$ cat src/rtl/ex.sv
// Execute stage: combinational ALU plus a multi-cycle restoring divider for DIV/DIVU.
// Optional macro EX_OVERFLOW_TRAP_EN adds ovassert_o and suppresses writeback on ADD/SUB overflow.
module ex #(
  parameter int unsigned DIV_ITERS = 32
) (
  input  logic        clk,
  input  logic        rst,
  input  logic [5:0]  stall,
  input  logic [7:0]  aluop_i,
  input  logic [2:0]  alusel_i,
  input  logic [31:0] reg1_i,
  input  logic [31:0] reg2_i,
  input  logic [4:0]  wd_i,
  input  logic        wreg_i,
  input  logic [31:0] link_address_i,
  input  logic        is_in_delayslot_i,
  output logic [4:0]  wd_o,
  output logic        wreg_o,
  output logic [31:0] wdata_o,
  output logic        whilo_o,
  output logic [31:0] hi_o,
  output logic [31:0] lo_o,
  output logic        is_in_delayslot_o,
  output logic        stallreq_o
`ifdef EX_OVERFLOW_TRAP_EN
  ,
  output logic        ovassert_o
`endif
);

  localparam int unsigned CntW = $clog2(DIV_ITERS) + 1;

  localparam logic [2:0] SelNop   = 3'b000;
  localparam logic [2:0] SelLogic = 3'b001;
  localparam logic [2:0] SelShift = 3'b010;
  localparam logic [2:0] SelArith = 3'b100;
  localparam logic [2:0] SelJump  = 3'b110;

  localparam logic [7:0] OpOr   = 8'b0010_0101;
  localparam logic [7:0] OpAnd  = 8'b0010_0100;
  localparam logic [7:0] OpXor  = 8'b0010_0110;
  localparam logic [7:0] OpNor  = 8'b0010_0111;
  localparam logic [7:0] OpSll  = 8'b0111_1100;
  localparam logic [7:0] OpSrl  = 8'b0000_0010;
  localparam logic [7:0] OpSra  = 8'b0000_0011;
  localparam logic [7:0] OpAdd  = 8'b0010_0000;
  localparam logic [7:0] OpAddu = 8'b0010_0001;
  localparam logic [7:0] OpSub  = 8'b0010_0010;
  localparam logic [7:0] OpSubu = 8'b0010_0011;
  localparam logic [7:0] OpSlt  = 8'b0010_1010;
  localparam logic [7:0] OpSltu = 8'b0010_1011;
  localparam logic [7:0] OpDiv  = 8'b0001_1010;
  localparam logic [7:0] OpDivu = 8'b0001_1011;

  typedef enum logic [1:0] {StIdle, StBusy, StDone} div_st_e;

  div_st_e         st_q, st_d;
  logic [31:0]     dividend_q, dividend_d;  // shifts out dividend bits, shifts in quotient bits
  logic [31:0]     divisor_q, divisor_d;
  logic [32:0]     rem_q, rem_d;
  logic [CntW-1:0] cnt_q, cnt_d;
  logic            neg_quot_q, neg_quot_d;
  logic            neg_rem_q, neg_rem_d;

  logic        is_div, is_sdiv, div_stall;
  logic [31:0] op1_abs, op2_abs, sum, diff, quot_fix, rem_fix;
  logic [32:0] rem_shift, rem_diff;
  logic [4:0]  shamt;
  logic [31:0] logic_res, shift_res, arith_res, alu_res;
  logic        ov;
  logic        unused_stall;

  assign unused_stall = ^{stall[5:4], stall[2:0]};

  assign is_div  = (aluop_i == OpDiv) || (aluop_i == OpDivu);
  assign is_sdiv = (aluop_i == OpDiv);
  assign op1_abs = (is_sdiv && reg1_i[31]) ? (32'd0 - reg1_i) : reg1_i;
  assign op2_abs = (is_sdiv && reg2_i[31]) ? (32'd0 - reg2_i) : reg2_i;

  assign rem_shift = {rem_q[31:0], dividend_q[31]};
  assign rem_diff  = rem_shift - {1'b0, divisor_q};

  always_comb begin
    st_d       = st_q;
    dividend_d = dividend_q;
    divisor_d  = divisor_q;
    rem_d      = rem_q;
    cnt_d      = cnt_q;
    neg_quot_d = neg_quot_q;
    neg_rem_d  = neg_rem_q;
    div_stall  = 1'b0;
    unique case (st_q)
      StIdle: begin
        if (is_div) begin
          div_stall = 1'b1;
          cnt_d     = '0;
          rem_d     = '0;
          if (reg2_i == 32'd0) begin
            dividend_d = '0;
            divisor_d  = '0;
            neg_quot_d = 1'b0;
            neg_rem_d  = 1'b0;
            st_d       = StDone;
          end else begin
            dividend_d = op1_abs;
            divisor_d  = op2_abs;
            neg_quot_d = is_sdiv && (reg1_i[31] ^ reg2_i[31]);
            neg_rem_d  = is_sdiv && reg1_i[31];
            st_d       = StBusy;
          end
        end
      end
      StBusy: begin
        div_stall = 1'b1;
        if (!rem_diff[32]) begin
          rem_d      = rem_diff;
          dividend_d = {dividend_q[30:0], 1'b1};
        end else begin
          rem_d      = rem_shift;
          dividend_d = {dividend_q[30:0], 1'b0};
        end
        cnt_d = cnt_q + CntW'(1);
        if (cnt_q == CntW'(DIV_ITERS - 1)) begin
          st_d = StDone;
        end
      end
      StDone: begin
        // Stay put while the stage is held so the same DIV cannot restart.
        if (!stall[3]) begin
          st_d = StIdle;
        end
      end
      default: st_d = StIdle;
    endcase
  end

  always_ff @(posedge clk or negedge rst) begin
    if (!rst) begin
      st_q       <= StIdle;
      dividend_q <= '0;
      divisor_q  <= '0;
      rem_q      <= '0;
      cnt_q      <= '0;
      neg_quot_q <= 1'b0;
      neg_rem_q  <= 1'b0;
    end else begin
      st_q       <= st_d;
      dividend_q <= dividend_d;
      divisor_q  <= divisor_d;
      rem_q      <= rem_d;
      cnt_q      <= cnt_d;
      neg_quot_q <= neg_quot_d;
      neg_rem_q  <= neg_rem_d;
    end
  end

  assign quot_fix = neg_quot_q ? (32'd0 - dividend_q) : dividend_q;
  assign rem_fix  = neg_rem_q ? (32'd0 - rem_q[31:0]) : rem_q[31:0];

  assign sum   = reg1_i + reg2_i;
  assign diff  = reg1_i - reg2_i;
  assign shamt = reg1_i[4:0];

  always_comb begin
    logic_res = '0;
    shift_res = '0;
    arith_res = '0;
    case (aluop_i)
      OpOr:  logic_res = reg1_i | reg2_i;
      OpAnd: logic_res = reg1_i & reg2_i;
      OpXor: logic_res = reg1_i ^ reg2_i;
      OpNor: logic_res = ~(reg1_i | reg2_i);
      default: logic_res = '0;
    endcase
    case (aluop_i)
      OpSll: shift_res = reg2_i << shamt;
      OpSrl: shift_res = reg2_i >> shamt;
      OpSra: shift_res = $unsigned($signed(reg2_i) >>> shamt);
      default: shift_res = '0;
    endcase
    case (aluop_i)
      OpAdd, OpAddu: arith_res = sum;
      OpSub, OpSubu: arith_res = diff;
      OpSlt:  arith_res = {31'd0, $signed(reg1_i) < $signed(reg2_i)};
      OpSltu: arith_res = {31'd0, reg1_i < reg2_i};
      default: arith_res = '0;
    endcase
  end

  always_comb begin
    case (alusel_i)
      SelNop:   alu_res = '0;
      SelLogic: alu_res = logic_res;
      SelShift: alu_res = shift_res;
      SelArith: alu_res = arith_res;
      SelJump:  alu_res = link_address_i;
      default:  alu_res = '0;
    endcase
  end

`ifdef EX_OVERFLOW_TRAP_EN
  always_comb begin
    ov = 1'b0;
    if (alusel_i == SelArith) begin
      if (aluop_i == OpAdd) begin
        ov = (reg1_i[31] == reg2_i[31]) && (sum[31] != reg1_i[31]);
      end else if (aluop_i == OpSub) begin
        ov = (reg1_i[31] != reg2_i[31]) && (diff[31] != reg1_i[31]);
      end
    end
  end
`else
  assign ov = 1'b0;
`endif

  // Every output is held at zero for as long as reset is asserted.
  always_comb begin
    wd_o              = wd_i;
    wreg_o            = wreg_i && !is_div && !ov;
    wdata_o           = is_div ? 32'd0 : alu_res;
    whilo_o           = (st_q == StDone);
    hi_o              = (st_q == StDone) ? rem_fix : 32'd0;
    lo_o              = (st_q == StDone) ? quot_fix : 32'd0;
    is_in_delayslot_o = is_in_delayslot_i;
    stallreq_o        = div_stall;
`ifdef EX_OVERFLOW_TRAP_EN
    ovassert_o        = ov;
`endif
    if (!rst) begin
      wd_o              = '0;
      wreg_o            = 1'b0;
      wdata_o           = '0;
      whilo_o           = 1'b0;
      hi_o              = '0;
      lo_o              = '0;
      is_in_delayslot_o = 1'b0;
      stallreq_o        = 1'b0;
`ifdef EX_OVERFLOW_TRAP_EN
      ovassert_o        = 1'b0;
`endif
    end
  end

endmodule

$ cat config.mk
export PLATFORM = sky130hd
export DESIGN_NAME = ex
export DESIGN_NICKNAME = d
export VERILOG_FILES = /design/src/rtl/ex.sv
export SDC_FILE = /design/constraint.sdc
export NUM_CORES = 1
export LEC_CHECK = 0
export BUFFER_PORTS_ARGS = -buffer_cell sky130_fd_sc_hd__buf_4
export CAP_MARGIN = 20
export CORE_AREA = 2 2 195 245
export CTS_CLUSTER_SIZE = 28
export DETAILED_ROUTE_END_ITERATION = 6
export DIE_AREA = 0 0 197 247
export GPL_TIMING_DRIVEN = 0
export MAX_ROUTING_LAYER = met4
export PLACE_DENSITY = 0.62
export SLEW_MARGIN = 25
export SYNTH_ARGS = -nofsm -noshare
export SYNTH_HDL_FRONTEND = slang
export SYNTH_SLANG_ARGS = --single-unit
$ cat constraint.sdc
create_clock -name clk -period 5.4 [get_ports clk]
set_input_delay 0.81 -clock clk [delete_from_list [all_inputs] [get_ports clk]]
set_output_delay 0.81 -clock clk [all_outputs]
set_load 0.05 [all_outputs]
==> impl_metrics.csv, run 1 <==
group,metric,value,unit
logic_synthesis,synth-compound-area-share,0.283,
floorplan,core-area,46500,um^2
logic_synthesis,yosysTopAreaCellShare,0.144,
logic_synthesis,post_synth_main_area_contributors,"dfrtp_1 14%, ha_1 9.3%, o21ai_0 7.6%",
floorplan,std_cell_rows,89,
route,wl,98.9,mm
floorplan,io_pins,227,
logic_synthesis,synth_top_flop_cell,"dfrtp_1",
outcome,status,"finished with violations",
clock_network,cts_inserted_buffers,9,
power,power_density,278,nW/um^2
floorplan,dieArea,48700,um^2
power,power.ir.vdd_worst,281,uV
logic_synthesis,synth_cell_type_count,76,
logic_synthesis,postSynthAreaPerCell,7.22,um^2
logic_synthesis,synthDominantAreaCellType,"dfrtp_1",
placement,hpwl,81.2,mm
timing,report.final.slew_viol_count,0,
timing,period_minus_slack,5430,ps
route,post_drt_via_cell_ratio,6.45,
timing,timing.fmax,0.184,GHz
route,drt_first_iter_violations,2323,
timing,clock_skew,13.9,ps
logic_synthesis,ys_seq_area_frac,0.144,
setup_path,critical_path_class,"in2out",
route,met3_length,7.55,mm
clock_network,cts-htree-levels,3,
setup_path,cp_data_arrival_time,4620,ps
setup_path,critical_path.reg2reg.endpoint,"rem_q[26]",
global_route,grt_pass1_vias,21000,
global_route,track_usage,0.408,
hold_path,hp-class,"in2async",
route,post_drt_wl_per_cell,29.4,um
setup_path,crit_required,4590,ps
timing,rsz0062_at_grt,"no",
global_route,overflow,0,
logic_synthesis,synth.top_cells.by_count,"279 x o21ai_0, 270 x nand2_1, 245 x nor2_1, 167 x a21oi_1, 156 x clkbuf_1",
setup_path,worst_r2r_startpoint,"dividend_q[31]",
finish,layout-area-overhead-vs-synth,16.6,%
route,routed.top_layer,"met4",
finish,drive_above_1_share,0.141,
logic_synthesis,synth_xor_area_frac,0.0896,
route,drc,12,
finish,fin_util,0.460,
timing,final_ws_setup,-32.6,ps
global_route,antenna_found_initial,1,
global_route,grt_start_max_net_pins,64,
logic_synthesis,synth_seq_cells,106,
finish,n_fill_cell,4884,
clock_network,clkSinkCount,106,
timing,hold_viol,0,
global_route,wire_length_of_the_first_global_routing_pass,141,mm
timing,max_slew_margin,0.231,
finish,seq_area,2650,um^2
floorplan,die_w,197,um
power,p_leak,8.80,nW
timing,finalSetupViolations,2,
logic_synthesis,synth_edf_count,0,
timing,tightest_slew,1140,ps
logic_synthesis,yosys.cell_count.top_type,"o21ai_0",
logic_synthesis,synth_top_family_by_area,"compound AO/OA/AOI/OAI gates",
outcome,violations,"design-rule violations, negative setup slack",
clock_network,cts_hold_repair.buffers,0,
logic_synthesis,synthesis.instances,2545,
setup_path,r2r.worst_path.cells,14,
logic_synthesis,synth.cell_area,18400,um^2
clock_network,cts.root.buffer_cell,"clkbuf_16",
logic_synthesis,synth_fp_nets,2806,
logic_synthesis,postSynth.asyncResetShare,1.00,
clock_network,cts.clk_slew.worst_paths,80,ps
logic_synthesis,post_synth_mux_area_share,0.125,
finish,num-nets-final,3028,
route,drt-pass1-iter-count,7,
setup_path,start_kind,"primary input",
setup_path,ff_to_ff_setup_slack,260,ps
timing,final_critical_path_share_of_the_clock_period,1.01,
placement,place.gp.congestion,1.07,
power,power.total,5.95,mW
clock_network,tritoncts,"done",
floorplan,initial_utilization,0.395,
logic_synthesis,synthSimpleGateAreaFrac,0.192,
clock_network,worstSkewPairLatency,370,ps
setup_path,crit_fanout,10,
logic_synthesis,synth_adder_area_share,0.0959,
flow_run,timing.max_cap.violations,0,
route,postRouteAntennaNets,0,
logic_synthesis,synthesis.yosys.warnings,0,
placement,buffer_ports.inserted,218,
setup_path,cp-end-kind,"output port",
floorplan,height_of_the_chip,247,um
route,met2_wirelength,46.3,mm
clock_network,max-clock-path-buffers,2,
route,m1WireLength,37.7,mm
finish,multi_input_comb_area,14700,um^2
route,route.vias.total,21700,
==> routing by layer <==
layer	vias up	global-route usage
met3	315	0.0537
met2	1273	0.670
met5	-	-
met1	10500	0.471
met4	0	0.259
li1	9664	-
==> timing repair <==
action / 4_1_cts / 5_1_grt
gates resized for setup: 58 / 27
pin swaps: 6 / 5
endpoints found under the setup margin: 29 / 16
setup buffers: 7 / 0
==> placed cells by master, fill, tap and decap left out, types with 18 or more instances in the layout <==
cell,count
or3_1,30
o22ai_1,20
o21ai_0,273
nand2_1,270
nor3_1,39
mux4_2,46
a31oi_1,30
a21o_1,32
buf_4,227
nor2_1,245
nand3_1,61
xnor2_1,130
nand2b_1,18
dfrtp_1,106
ha_1,133
mux2i_1,106
a21oi_1,164
o211ai_1,31
inv_1,141
clkbuf_1,131
o31ai_1,33
xor2_1,58
nand4_1,20
a22oi_1,41
==> through the flow <==
stage                     worst slack, ps  hold WS, ps  area [um^2]  setup TNS, ps  instances
after floorplan                     0.830          443        18400              0       2545
after global placement              -2050          464        20700         -33390       3354
after detailed placement            -2000          472        20800         -31920       3357
after CTS                            4.43          410        21300              0       3367
after global routing                 17.5          414        21400              0       3364
final                               -32.6          398        21400          -60.7       3364
==> critical path: stages <==
cell and delay [ps]:
buf_4 100, clkbuf_1 490, inv_1 360, ha_1 560, nand2_1 170, nor3_1 320
nand4_1 150, nand3_1 260, o22ai_1 160, o21ai_2 290, a311oi_1 140, a2111o_1 370
a31o_2 250, buf_4 180
==> registers in the layout (all words and copies together), names as in the netlist <==
name        count
st_q            2
cnt_q           6
rem_q          32
neg_quot_q      1
neg_rem_q       1
dividend_q     32
divisor_q      32
==> how the worst max path moves through the flow <==
stage / cells after the start / to / slack (ps) / from
after CTS: 18 / wdata_o[12] / 4 / reg1_i[2]
after detailed placement: 17 / wdata_o[29] / -2000 / reg1_i[2]
final: 14 / wdata_o[30] / -30 / reg2_i[20]
after global routing: 16 / wdata_o[23] / 20 / reg1_i[3]
after floorplan: 15 / wdata_o[23] / 0.8 / reg1_i[2]
after global placement: 17 / wdata_o[29] / -2050 / reg1_i[2]
==> logic make-up (layout without fill, tap and decap cells) <==
kind of cell | count (synthesis) | after routing
buffers and inverters | 338 | 565
adder cells (fa/ha/maj) | 139 | 139
AO/OA/AOI/OAI | 823 | 823
XOR/XNOR | 188 | 188
other | 0 | 1
multiplexers | 169 | 169
flip-flops | 106 | 106
AND/OR/NAND/NOR | 782 | 782
==> where the power goes <==
group	internal (mW)	switching, mW	total (mW)	leakage, nW
Clock	0.411	0.324	0.735	0.151
Sequential	1.04	0.451	1.49	1.32
Combinational	1.46	2.26	3.72	7.32
Total	2.92	3.03	5.95	8.80
==> layout make-up <==
class                      count  area share
clock buffer                  11      0.0109
tap                          591      0.0345
timing repair buffer         228      0.0810
buffer                       175      0.0346
clock inverter                 5     0.00397
multi-input combinational   2101       0.684
antenna                        1    0.000117
inverter                     146      0.0266
sequential                   106       0.124
No activity file was read; power rests on OpenSTA's default activity.
==> inputs of run 2 (changes only) <==
- CELL_PAD_IN_SITES_DETAIL_PLACEMENT: unset -> 1
- CELL_PAD_IN_SITES_GLOBAL_PLACEMENT: unset -> 2
- CORE_AREA: 2 2 195 245 -> 2 2 208 262
- DIE_AREA: 0 0 197 247 -> 0 0 210 264
- PLACE_DENSITY: 0.62 -> 0.87
==> run 2 against run 1 <==
Against the previous run:
- the run still ends with design-rule violations, negative setup slack left
- sequential cell count unchanged
- first-iteration DRC count decreased by 9.9%
- hold slack improved by 90 ps
- power increased by 1.8%
- clock skew decreased by 5.5 ps
- critical path depth decreased by 2
- global-route usage decreased by 0.83 points
- count of clock-buffer cells in the layout decreased by 2
- critical endpoint is now wdata_o[15]
- largest cell class unchanged
==> impl_metrics.csv, run 2 (synthesis results as in run 1) <==
group,metric,value,unit
outcome,status,"finished with violations",
outcome,violations,"design-rule violations, negative setup slack",
timing,clock_skew,8.35,ps
global_route,track_usage,0.399,
setup_path,critical_path_class,"in2out",
clock_network,cts-htree-levels,3,
finish,drive_above_1_share,0.144,
route,drc,8,
timing,hold_viol,0,
setup_path,timing.critical_path.buf_inv,6,
route,route.vias.total,22000,
floorplan,core-area,53100,um^2
hold_path,hp-class,"reg2reg",
floorplan,std_cell_rows,95,
setup_path,cp-end-kind,"output port",
clock_network,max-clock-path-buffers,2,
setup_path,crit_slowest_cell,"o211ai_1",
clock_network,worstSkewPairLatency,370,ps
global_route,overflow,0,
power,power.ir.vdd_worst,190,uV
timing,report.final.slew_viol_count,0,
finish,layout-area-overhead-vs-synth,17.0,%
clock_network,cts.root.buffer_cell,"clkbuf_16",
global_route,grt_start_max_net_pins,109,
setup_path,worst_r2r_startpoint,"dividend_q[31]",
power,power.total,6.06,mW
route,postRouteAntennaNets,0,
setup_path,crit_path_max_cell_delay,780,ps
setup_path,timing.critical_path.max_delay_family,"buffers and inverters",
power,p_leak,8.80,nW
timing,final_ws_setup,-103,ps
global_route,antenna_found_initial,2,
floorplan,die_w,210,um
clock_network,cts_inserted_buffers,9,
timing,final_critical_path_share_of_the_clock_period,1.02,
placement,hpwl,90.6,mm
floorplan,io_pins,227,
finish,num-nets-final,3025,
flow_run,timing.max_cap.violations,0,
global_route,wire_length_of_the_first_global_routing_pass,158,mm
route,drt_first_iter_violations,2093,
floorplan,dieArea,55400,um^2
timing,max_slew_margin,0.226,
finish,n_fill_cell,6726,
route,post_drt_wl_per_cell,31.8,um
placement,dp_slack,-1920,ps
setup_path,worstSetupStartpoint,"reg1_i[2]",
clock_network,cts.clk_slew.worst_paths,70,ps
placement,place.gp.congestion,1.04,
setup_path,start_kind,"primary input",
clock_network,cts_hold_repair.buffers,0,
placement,buffer_ports.inserted,218,
timing,finalSetupViolations,1,
floorplan,initial_utilization,0.346,
finish,most-common-layout-cells,"271 x o21ai_0, 270 x nand2_1, 245 x nor2_1",
floorplan,height_of_the_chip,264,um
clock_network,tritoncts,"done",
setup_path,crit_fanout,10,
route,drt-pass1-iter-count,7,
timing,tightest_slew,1160,ps
finish,mostFrequentLayoutCell,"o21ai_0",
setup_path,cp_cell_sequence,"buf_4 -> clkbuf_4 -> inv_4 -> buf_1 -> buf_1 -> mux2i_1 -> nor2_1 -> o21ai_0 -> nand2_1 -> o211ai_1 -> a31oi_1 -> buf_4",
clock_network,clkSinkCount,106,
route,wl,110,mm
timing,timing.fmax,0.182,GHz
timing,period_minus_slack,5500,ps
route,post_drt_via_cell_ratio,6.39,
setup_path,crit_required,4590,ps
global_route,grt_pass1_vias,22600,
hold_path,holdCritStartpoint,"divisor_q[11]",
timing,fin_tns_setup,-103,ps
setup_path,cp_data_arrival_time,4690,ps
finish,reg_top3,"dividend_q x32, divisor_q x32, rem_q x32",
power,power_density,282,nW/um^2
## run 2: cell types whose count changed in the layout (fill, tap and decap cells not counted), moves of 3 or more
cell,previous run,this run
clkbuf_2,6,12
a221oi_1,12,15
buf_1,17,20
clkbuf_1,131,120
clkbuf_8,1,4
## run 2: worst paths after layout
| path | to | slack [ps] | cells after the start |
|---|---|---|---|
| hold / removal | divisor_q[11] | 490 | 2 |
| setup / recovery | wdata_o[15] | -100 | 12 |
| min in group asynchronous | dividend_q[22] | 540 | 1 |
| max in group asynchronous | rem_q[17] | 4160 | 1 |
| hold reg to reg | divisor_q[11] | 490 | 2 |
| setup reg to reg | rem_q[29] | 640 | 14 |
## run 2: layer usage
metal	global-route usage	part of all wire	vias up	routed length (um)
met5	-	0	-	0
met4	0.220	0.065	0	7160
met3	0.0474	0.062	307	6820
met2	0.667	0.48	1083	52700
met1	0.467	0.39	11000	43000
li1	-	-	9634	-
## run 2: power breakdown
group / switching, mW / internal [mW]
Clock: 0.324 / 0.365
Sequential: 0.479 / 1.04
Combinational: 2.38 / 1.47
## run 2: area by class of cell
| cell class | instances | area [um^2] | area share |
|---|---|---|---|
| Multi-Input combinational cell | 2101 | 14700 | 0.682 |
| Clock buffer | 9 | 225 | 0.0105 |
| Tap cell | 679 | 850 | 0.0395 |
| Timing Repair Buffer | 226 | 1700 | 0.0790 |
| Sequential cell | 106 | 2650 | 0.123 |
| Buffer | 174 | 752 | 0.0350 |
| Clock inverter | 7 | 76.3 | 0.00355 |
| Inverter | 146 | 566 | 0.0263 |
| Antenna cell | 3 | 7.51 | 0.000349 |
## run 2: metrics by stage
step                       util  cells  area [um^2]  hold slack [ps]
final                     0.404   3451        21500              489
after global routing      0.404   3450        21500              505
after CTS                 0.403   3453        21400              491
after detailed placement  0.394   3445        20900              476
after global placement    0.393   3442        20900              468
after floorplan               -   2545        18400              443
## run 2: what timing repair did
item / 4_1_cts / 5_1_grt
resized for setup: 65 / 37
endpoints found under the setup margin: 31 / 21
pin swaps: 6 / 4
buffers inserted: 4 / 1
## run 2: worst register-to-register path, delay by kind of cell (launching register included)
| kind | cells | cell delay (ps) |
|---|---|---|
| AOI/OAI and AO/OA | 6 | 1760 |
| adders and majority gates | 2 | 630 |
| buffers and inverters | 4 | 1300 |
| DFF | 1 | 390 |
| and+or+nand+nor | 2 | 600 |
